$ cat src/rtl/uart_transceiver.sv
// 8N1 UART transmitter and receiver sharing one system clock, with an
// unread-byte flag and a sticky overrun flag on the receive side.
module uart_transceiver #(
    parameter int unsigned CLK_FREQ = 50000000,
    parameter int unsigned BAUD     = 9600
) (
    input  logic       sysclk,
    input  logic       reset,
    input  logic       UART_RX,
    output logic       UART_TX,
    input  logic [7:0] UART_TXD,
    input  logic       TX_EN,
    output logic       TX_STATUS,
    output logic [7:0] UART_RXD,
    output logic       RX_EFF,
    input  logic       RX_READ,
    output logic       RX_OVR
);

    localparam int unsigned DIV = CLK_FREQ / (BAUD * 16);
    localparam int unsigned BIT = 16 * DIV;
    localparam int unsigned CW  = $clog2(BIT);
    localparam logic [CW-1:0] BIT_LAST  = CW'(BIT - 1);
    localparam logic [CW-1:0] HALF_LAST = CW'(8 * DIV - 1);

    typedef enum logic [1:0] {IDLE, START, DATA, STOP} state_t;

    state_t        tx_state;
    logic [CW-1:0] tx_cnt;
    logic [2:0]    tx_idx;
    logic [7:0]    tx_shift;

    state_t        rx_state;
    logic [CW-1:0] rx_cnt;
    logic [2:0]    rx_idx;
    logic [7:0]    rx_shift;
    logic          rx_s1, rx_s2, rx_prev;
    logic          rx_done;

    always_ff @(posedge sysclk) begin
        if (reset) begin
            tx_state  <= IDLE;
            tx_cnt    <= '0;
            tx_idx    <= '0;
            tx_shift  <= '0;
            UART_TX   <= 1'b1;
            TX_STATUS <= 1'b1;
        end else begin
            case (tx_state)
                IDLE: if (TX_EN) begin
                    tx_shift  <= UART_TXD;
                    tx_cnt    <= '0;
                    tx_idx    <= '0;
                    UART_TX   <= 1'b0;
                    TX_STATUS <= 1'b0;
                    tx_state  <= START;
                end
                START: if (tx_cnt == BIT_LAST) begin
                    tx_cnt   <= '0;
                    UART_TX  <= tx_shift[0];
                    tx_shift <= {1'b0, tx_shift[7:1]};
                    tx_state <= DATA;
                end else begin
                    tx_cnt <= tx_cnt + CW'(1);
                end
                DATA: if (tx_cnt == BIT_LAST) begin
                    tx_cnt <= '0;
                    if (tx_idx == 3'd7) begin
                        UART_TX  <= 1'b1;
                        tx_state <= STOP;
                    end else begin
                        UART_TX  <= tx_shift[0];
                        tx_shift <= {1'b0, tx_shift[7:1]};
                        tx_idx   <= tx_idx + 3'd1;
                    end
                end else begin
                    tx_cnt <= tx_cnt + CW'(1);
                end
                STOP: if (tx_cnt == BIT_LAST) begin
                    tx_cnt    <= '0;
                    TX_STATUS <= 1'b1;
                    tx_state  <= IDLE;
                end else begin
                    tx_cnt <= tx_cnt + CW'(1);
                end
                default: tx_state <= IDLE;
            endcase
        end
    end

    // Stop-bit sample of 1 completes a valid byte this cycle.
    assign rx_done = (rx_state == STOP) && (rx_cnt == BIT_LAST) && rx_s2;

    always_ff @(posedge sysclk) begin
        if (reset) begin
            rx_s1    <= 1'b1;
            rx_s2    <= 1'b1;
            rx_prev  <= 1'b1;
            rx_state <= IDLE;
            rx_cnt   <= '0;
            rx_idx   <= '0;
            rx_shift <= '0;
        end else begin
            rx_s1   <= UART_RX;
            rx_s2   <= rx_s1;
            rx_prev <= rx_s2;
            case (rx_state)
                IDLE: if (rx_prev && !rx_s2) begin
                    rx_cnt   <= '0;
                    rx_state <= START;
                end
                START: if (rx_cnt == HALF_LAST) begin
                    rx_cnt   <= '0;
                    rx_idx   <= '0;
                    rx_state <= rx_s2 ? IDLE : DATA;
                end else begin
                    rx_cnt <= rx_cnt + CW'(1);
                end
                DATA: if (rx_cnt == BIT_LAST) begin
                    rx_cnt   <= '0;
                    rx_shift <= {rx_s2, rx_shift[7:1]};
                    if (rx_idx == 3'd7) rx_state <= STOP;
                    else                rx_idx   <= rx_idx + 3'd1;
                end else begin
                    rx_cnt <= rx_cnt + CW'(1);
                end
                STOP: if (rx_cnt == BIT_LAST) begin
                    rx_cnt   <= '0;
                    rx_state <= IDLE;
                end else begin
                    rx_cnt <= rx_cnt + CW'(1);
                end
                default: rx_state <= IDLE;
            endcase
        end
    end

    // A completion coinciding with RX_READ leaves the overrun flag alone.
    always_ff @(posedge sysclk) begin
        if (reset) begin
            UART_RXD <= '0;
            RX_EFF   <= 1'b0;
            RX_OVR   <= 1'b0;
        end else if (rx_done) begin
            UART_RXD <= rx_shift;
            RX_EFF   <= 1'b1;
            if (RX_EFF && !RX_READ) RX_OVR <= 1'b1;
        end else if (RX_READ) begin
            RX_EFF <= 1'b0;
            RX_OVR <= 1'b0;
        end
    end

endmodule

$ cat config.mk
export PLATFORM = sky130hd
export DESIGN_NAME = uart_transceiver
export DESIGN_NICKNAME = d
export VERILOG_FILES = /design/src/rtl/uart_transceiver.sv
export SDC_FILE = /design/constraint.sdc
export NUM_CORES = 1
export LEC_CHECK = 0
export ABC_AREA = 1
export BUFFER_PORTS_ARGS = -buffer_cell sky130_fd_sc_hd__clkbuf_2
export CAP_MARGIN = 20
export CORE_UTILIZATION = 44
export CTS_BUF_LIST = sky130_fd_sc_hd__clkbuf_2 sky130_fd_sc_hd__clkbuf_4 sky130_fd_sc_hd__clkbuf_8
export DETAILED_ROUTE_END_ITERATION = 12
export PLACE_DENSITY_LB_ADDON = 0.25
export SLEW_MARGIN = 15
export SYNTH_ARGS = -nofsm -noshare
export SYNTH_HDL_FRONTEND = slang
export SYNTH_SLANG_ARGS = --single-unit
export TNS_END_PERCENT = 5
$ cat constraint.sdc
create_clock -name sysclk -period 3.3 [get_ports sysclk]
set_input_delay 0.66 -clock sysclk [delete_from_list [all_inputs] [get_ports sysclk]]
set_output_delay 0.66 -clock sysclk [all_outputs]
set_load 0.03 [all_outputs]
# == Word level (Yosys, flattened, before mapping) ==
# Index checks and enable logic that the tools add are counted.
# classes
n_addsub,4
n_eq_ne,24
mux,44
n_reduce_logical,24
# op_table
op,n
$mux W13,5
$pmux W13 S3,1
$mux W8,4
$add A13 B1 Y13 const B,2
$eq A13 B13 Y1 const B,2
$pmux W13 S2,1
$pmux W8 S3,1
$mux W2,11
$ne A2 B2 Y1 const B,11
$mux W3,6
$pmux W2 S4,2
$reduce_and A5 Y1,3
$eq A13 B12 Y1 const B,1
$pmux W3 S2,2
$reduce_and A4 Y1,3
$mux W1,9
$eq A2 B2 Y1 const B,4
$reduce_bool A2 Y1,4
$add A3 B1 Y3 const B,2
$eq A3 B3 Y1 const B,2
$eq A2 B1 Y1 const B,2
$logic_and A1 B1 Y1,4
$logic_not A2 Y1,2
$ne A2 B1 Y1 const B,2
8 further kinds,10
# totals
elab_cells,112
input_bits,13
regBits,67

# == Longest topological paths before layout ==
# logic_depth
depth_word,5
depth_mapped,11
mapped_depth_nobuf,11

# == Least setup slack after synthesis ==
# No wires, ideal clock.
# synth_timing
kind,reg-to-reg
start,register tx_state[0]
end,register tx_shift[7]
t_arrival_ns,1.494
setup_slack_ns,1.679
n_path_buf,1
setup_ns,0.128
stages_incl_launch_ff,10
synth_period_minus_slack_ns,1.621
cell_sequence,dfxtp_1 inv_1 ha_1 inv_1 nor2_1 buf_2 nor2_2 nand3_4 o21ai_1 nor2_1
# synth_via
elab_chain_cells,3
# synth_rtl
element,line,rtl
start: declaration,28,state_t tx_state;
start signal: assignment,42,tx_state <= IDLE;
start signal: assignment,56,tx_state <= START;
start signal: assignment,62,tx_state <= DATA;
"$eq A2 B2 Y1, or another cell as far along",49,case (tx_state)
$ne A2 B2 Y1 (no source line) / $reduce_bool A3 Y1 (equally long branches),n/a,
$reduce_and A5 Y1 (no source line),n/a,
end signal: assignment,61,"tx_shift <= {1'b0, tx_shift[7:1]};"
end signal: assignment,73,"tx_shift <= {1'b0, tx_shift[7:1]};"
end: declaration,31,logic [7:0] tx_shift;
# Several ways; a longest one is shown, not always the timed one.
# A chain may end at the register's enable or synchronous reset.

# == Worst setup path in the final report ==
# layout_timing
start,register tx_state[0]
end,register tx_idx[2]
# layout_via
elab_chain_cells,3
# layout_rtl
element,line,rtl
$eq A2 B2 Y1 / $logic_not A2 Y1 (equally long branches),49,
$ne A2 B2 Y1 (no source line) / $reduce_bool A2 Y1 (equally long branches),n/a,
$reduce_and A4 Y1 (no source line),n/a,
end signal: assignment,74,tx_idx <= tx_idx + 3'd1;
end: declaration,30,logic [2:0] tx_idx;
# Several ways; a longest one is shown, not always the timed one.

==> flow_summary.json <==
{
  "fin_tns_setup_ns": 0,
  "drive_gt1_frac": 0.159,
  "met1_length_um": 3250,
  "min_path_type": "register to register",
  "synth_fp_nets": 510,
  "routed_wl_um": 6470,
  "drv_cap": 0,
  "hold_violations": 0,
  "synth_largest_area_cell": "dfxtp_1",
  "synth_most_common_cell": "nand2_1",
  "clk_pin_slew_ns": 0.08,
  "stdcell_count": 614,
  "ys_seq_area_frac": 0.389,
  "worstPathArrival_ns": 2.32,
  "cp_max_fo": 8,
  "synthCells": 486,
  "numPortBuffers": 24,
  "setup_viol": 0,
  "grt_max_degree": 31,
  "root_buffer": "clkbuf_8",
  "worstPathCellList": "inv_1 > ha_1 > inv_1 > nor2_1 > buf_4 > inv_1 > nand2_1 > a21oi_1 > nand2_1 > a21oi_1 > nor3_1",
  "gr-total-overflow": 0,
  "place_hpwl_um": 4560,
  "die_h_um": 90.5,
  "diodes": 0,
  "nets": 534,
  "status": "completed",
  "wl_met2_um": 2890,
  "postSynthAreaPerCell_um2": 7.09,
  "placementRows": 31,
  "critical_path_buf_inv_count": 4,
  "floorplan.initialDensity": 0.465,
  "required_ns": 3.51,
  "die_area_mm2": 0.00819,
  "synthFlopType": "dfxtp_1",
  "ys_top_cells_by_count": "nand2_1 (117), dfxtp_1 (67), inv_1 (55)",
  "yosys_warnings": 0,
  "wl_per_cell_um": 10.5,
  "final.fill_count": 718,
  "ios": 25,
  "drtIter0Drc": 114,
  "endpoint_kind": "register",
  "start_kind": "register",
  "power.density_mw_per_mm2": 652,
  "grt_antenna_before_repair": 0,
  "ir_drop_mv": 0.397,
  "cts_tree": "yes",
  "rsz0062_at_grt": "false",
  "utilization": 0.514,
  "crit_top_cell": "inv_1",
  "area_growth_pct": 10.6,
  "track_usage": 0.172,
  "viasPerCell": 4.77,
  "crit_family": "buffers and inverters",
  "multi_input_area_mm2": 0.00177,
  "slew_headroom": 0.509,
  "dp_cells": 598,
  "num_vias": 2927,
  "fmaxAchievable_mhz": 473,
  "timing.hold.ws_ns": 0.415,
  "synth_area_mm2": 0.00345,
  "yosys-top-cells-area": "dfxtp_1 (39%), nand2_1 (13%), a21oi_1 (7.7%), inv_1 (6.0%), nor2_1 (4.8%)",
  "cts-buffers-inserted": 9,
  "tightest_slew_ns": 0.736,
  "worstSkewPairLatency_ns": 0.35,
  "cts_resized": 0,
  "seq_area_mm2": 0.00134,
  "gp_congestion": 0.859,
  "die_w_um": 90.5,
  "clock_path_buffers": 2,
  "ys_ff_latch": 67,
  "post-route-period-util": 0.641,
  "antenna_left": 0,
  "top_layer": "met4",
  "max_stage_delay_ns": 0.40,
  "crit_slowest_cell": "dfxtp_1",
  "period_needed_ns": 2.11,
  "cts_sinks": 67,
  "drv_slew": 0,
  "synth-edff-count": 0,
  "synth_top_area_share": 0.389,
  "grt_pass1_vias": 2682,
  "cts_htree_levels": 3,
  "route.detailed.drc": 0,
  "fin_skew_ns": 0.00950,
  "core_area_mm2": 0.00741,
  "cts_hold_repair.buffers": 0,
  "async_reset_ff_frac": 0,
  "wl_met3_um": 234,
  "grt_pass1_wl_um": 11600,
  "postCtsSetupBuffers": 0,
  "crit_type": "register to register",
  "synth_cell_types": 37,
  "firstDrtPassIters": 4,
  "p_leak_uw": 0.00158
}
## layout make-up
type                    count  share of cell area
flip-flops and latches     67               0.352
inverters                  69              0.0680
clock inverters             6              0.0128
multi-input cells         338               0.465
clock buffers              10              0.0361
well taps                  99              0.0325
repair buffers             25              0.0335
## final timing paths
path / start / depth (start not counted) / to / slack (ns)
setup / recovery: tx_state[0] / 11 / tx_idx[2] / 1.19
hold / removal: rx_s1 / 1 / rx_s2 / 0.42
setup reg to reg: tx_state[0] / 11 / tx_idx[2] / 1.19
hold reg to reg: rx_s1 / 1 / rx_s2 / 0.42
## per-layer routing
layer  global-route usage  up-vias
met3               0.0505        9
met2                0.271       41
met1                0.223     1271
li1                     -     1606
met5                    0        -
met4               0.0578        0
## cell usage in the layout (no fill, tap or decap), types with 7 or more instances in the layout
master and count:
a21oi_1 53, clkbuf_2 24, clkbuf_8 10, dfxtp_1 67
ha_1 11, inv_1 55, inv_2 12, nand2_1 117
nand2_2 7, nand3_1 20, nand4_1 8, nor2_1 44
nor3_1 12, o21ai_0 21, o21ai_1 8, xor2_1 7
## logic make-up (layout without fill, tap and decap cells)
logic type               count (synthesis)  in the layout  synth area share
flip-flops                              67             67             0.389
XOR/XNOR                                 7              7            0.0178
AND/OR/NAND/NOR                        228            228             0.312
buffers and inverters                   81            110            0.0962
AO/OA/AOI/OAI                           92             92             0.145
adder cells (fa/ha/maj)                 11             11            0.0399
## sequential cells by signal, summed over array words and instances (netlist names), 2 cells and up, named ones only
signal	count
UART_RXD	8
tx_idx	3
tx_shift	8
tx_cnt	13
rx_cnt	13
rx_idx	3
rx_shift	8
tx_state	2
## power by group
part	switching [µW]	internal [µW]
logic	550	280
clock network	346	301
registers	85.3	922
total	981	1500
## per-stage QoR
stage / setup slack, ns / power, µW / cell area, µm²
finish: 1.19 / 2480 / 3810
global route: 0.926 / 2690 / 3810
CTS: 1.19 / 2510 / 3810
detailed placement: 1.04 / 1860 / 3620
global placement: 1.07 / 1840 / 3620
floorplan: 1.68 / 1690 / 3450
No activity file was read; power rests on OpenSTA's default activity.
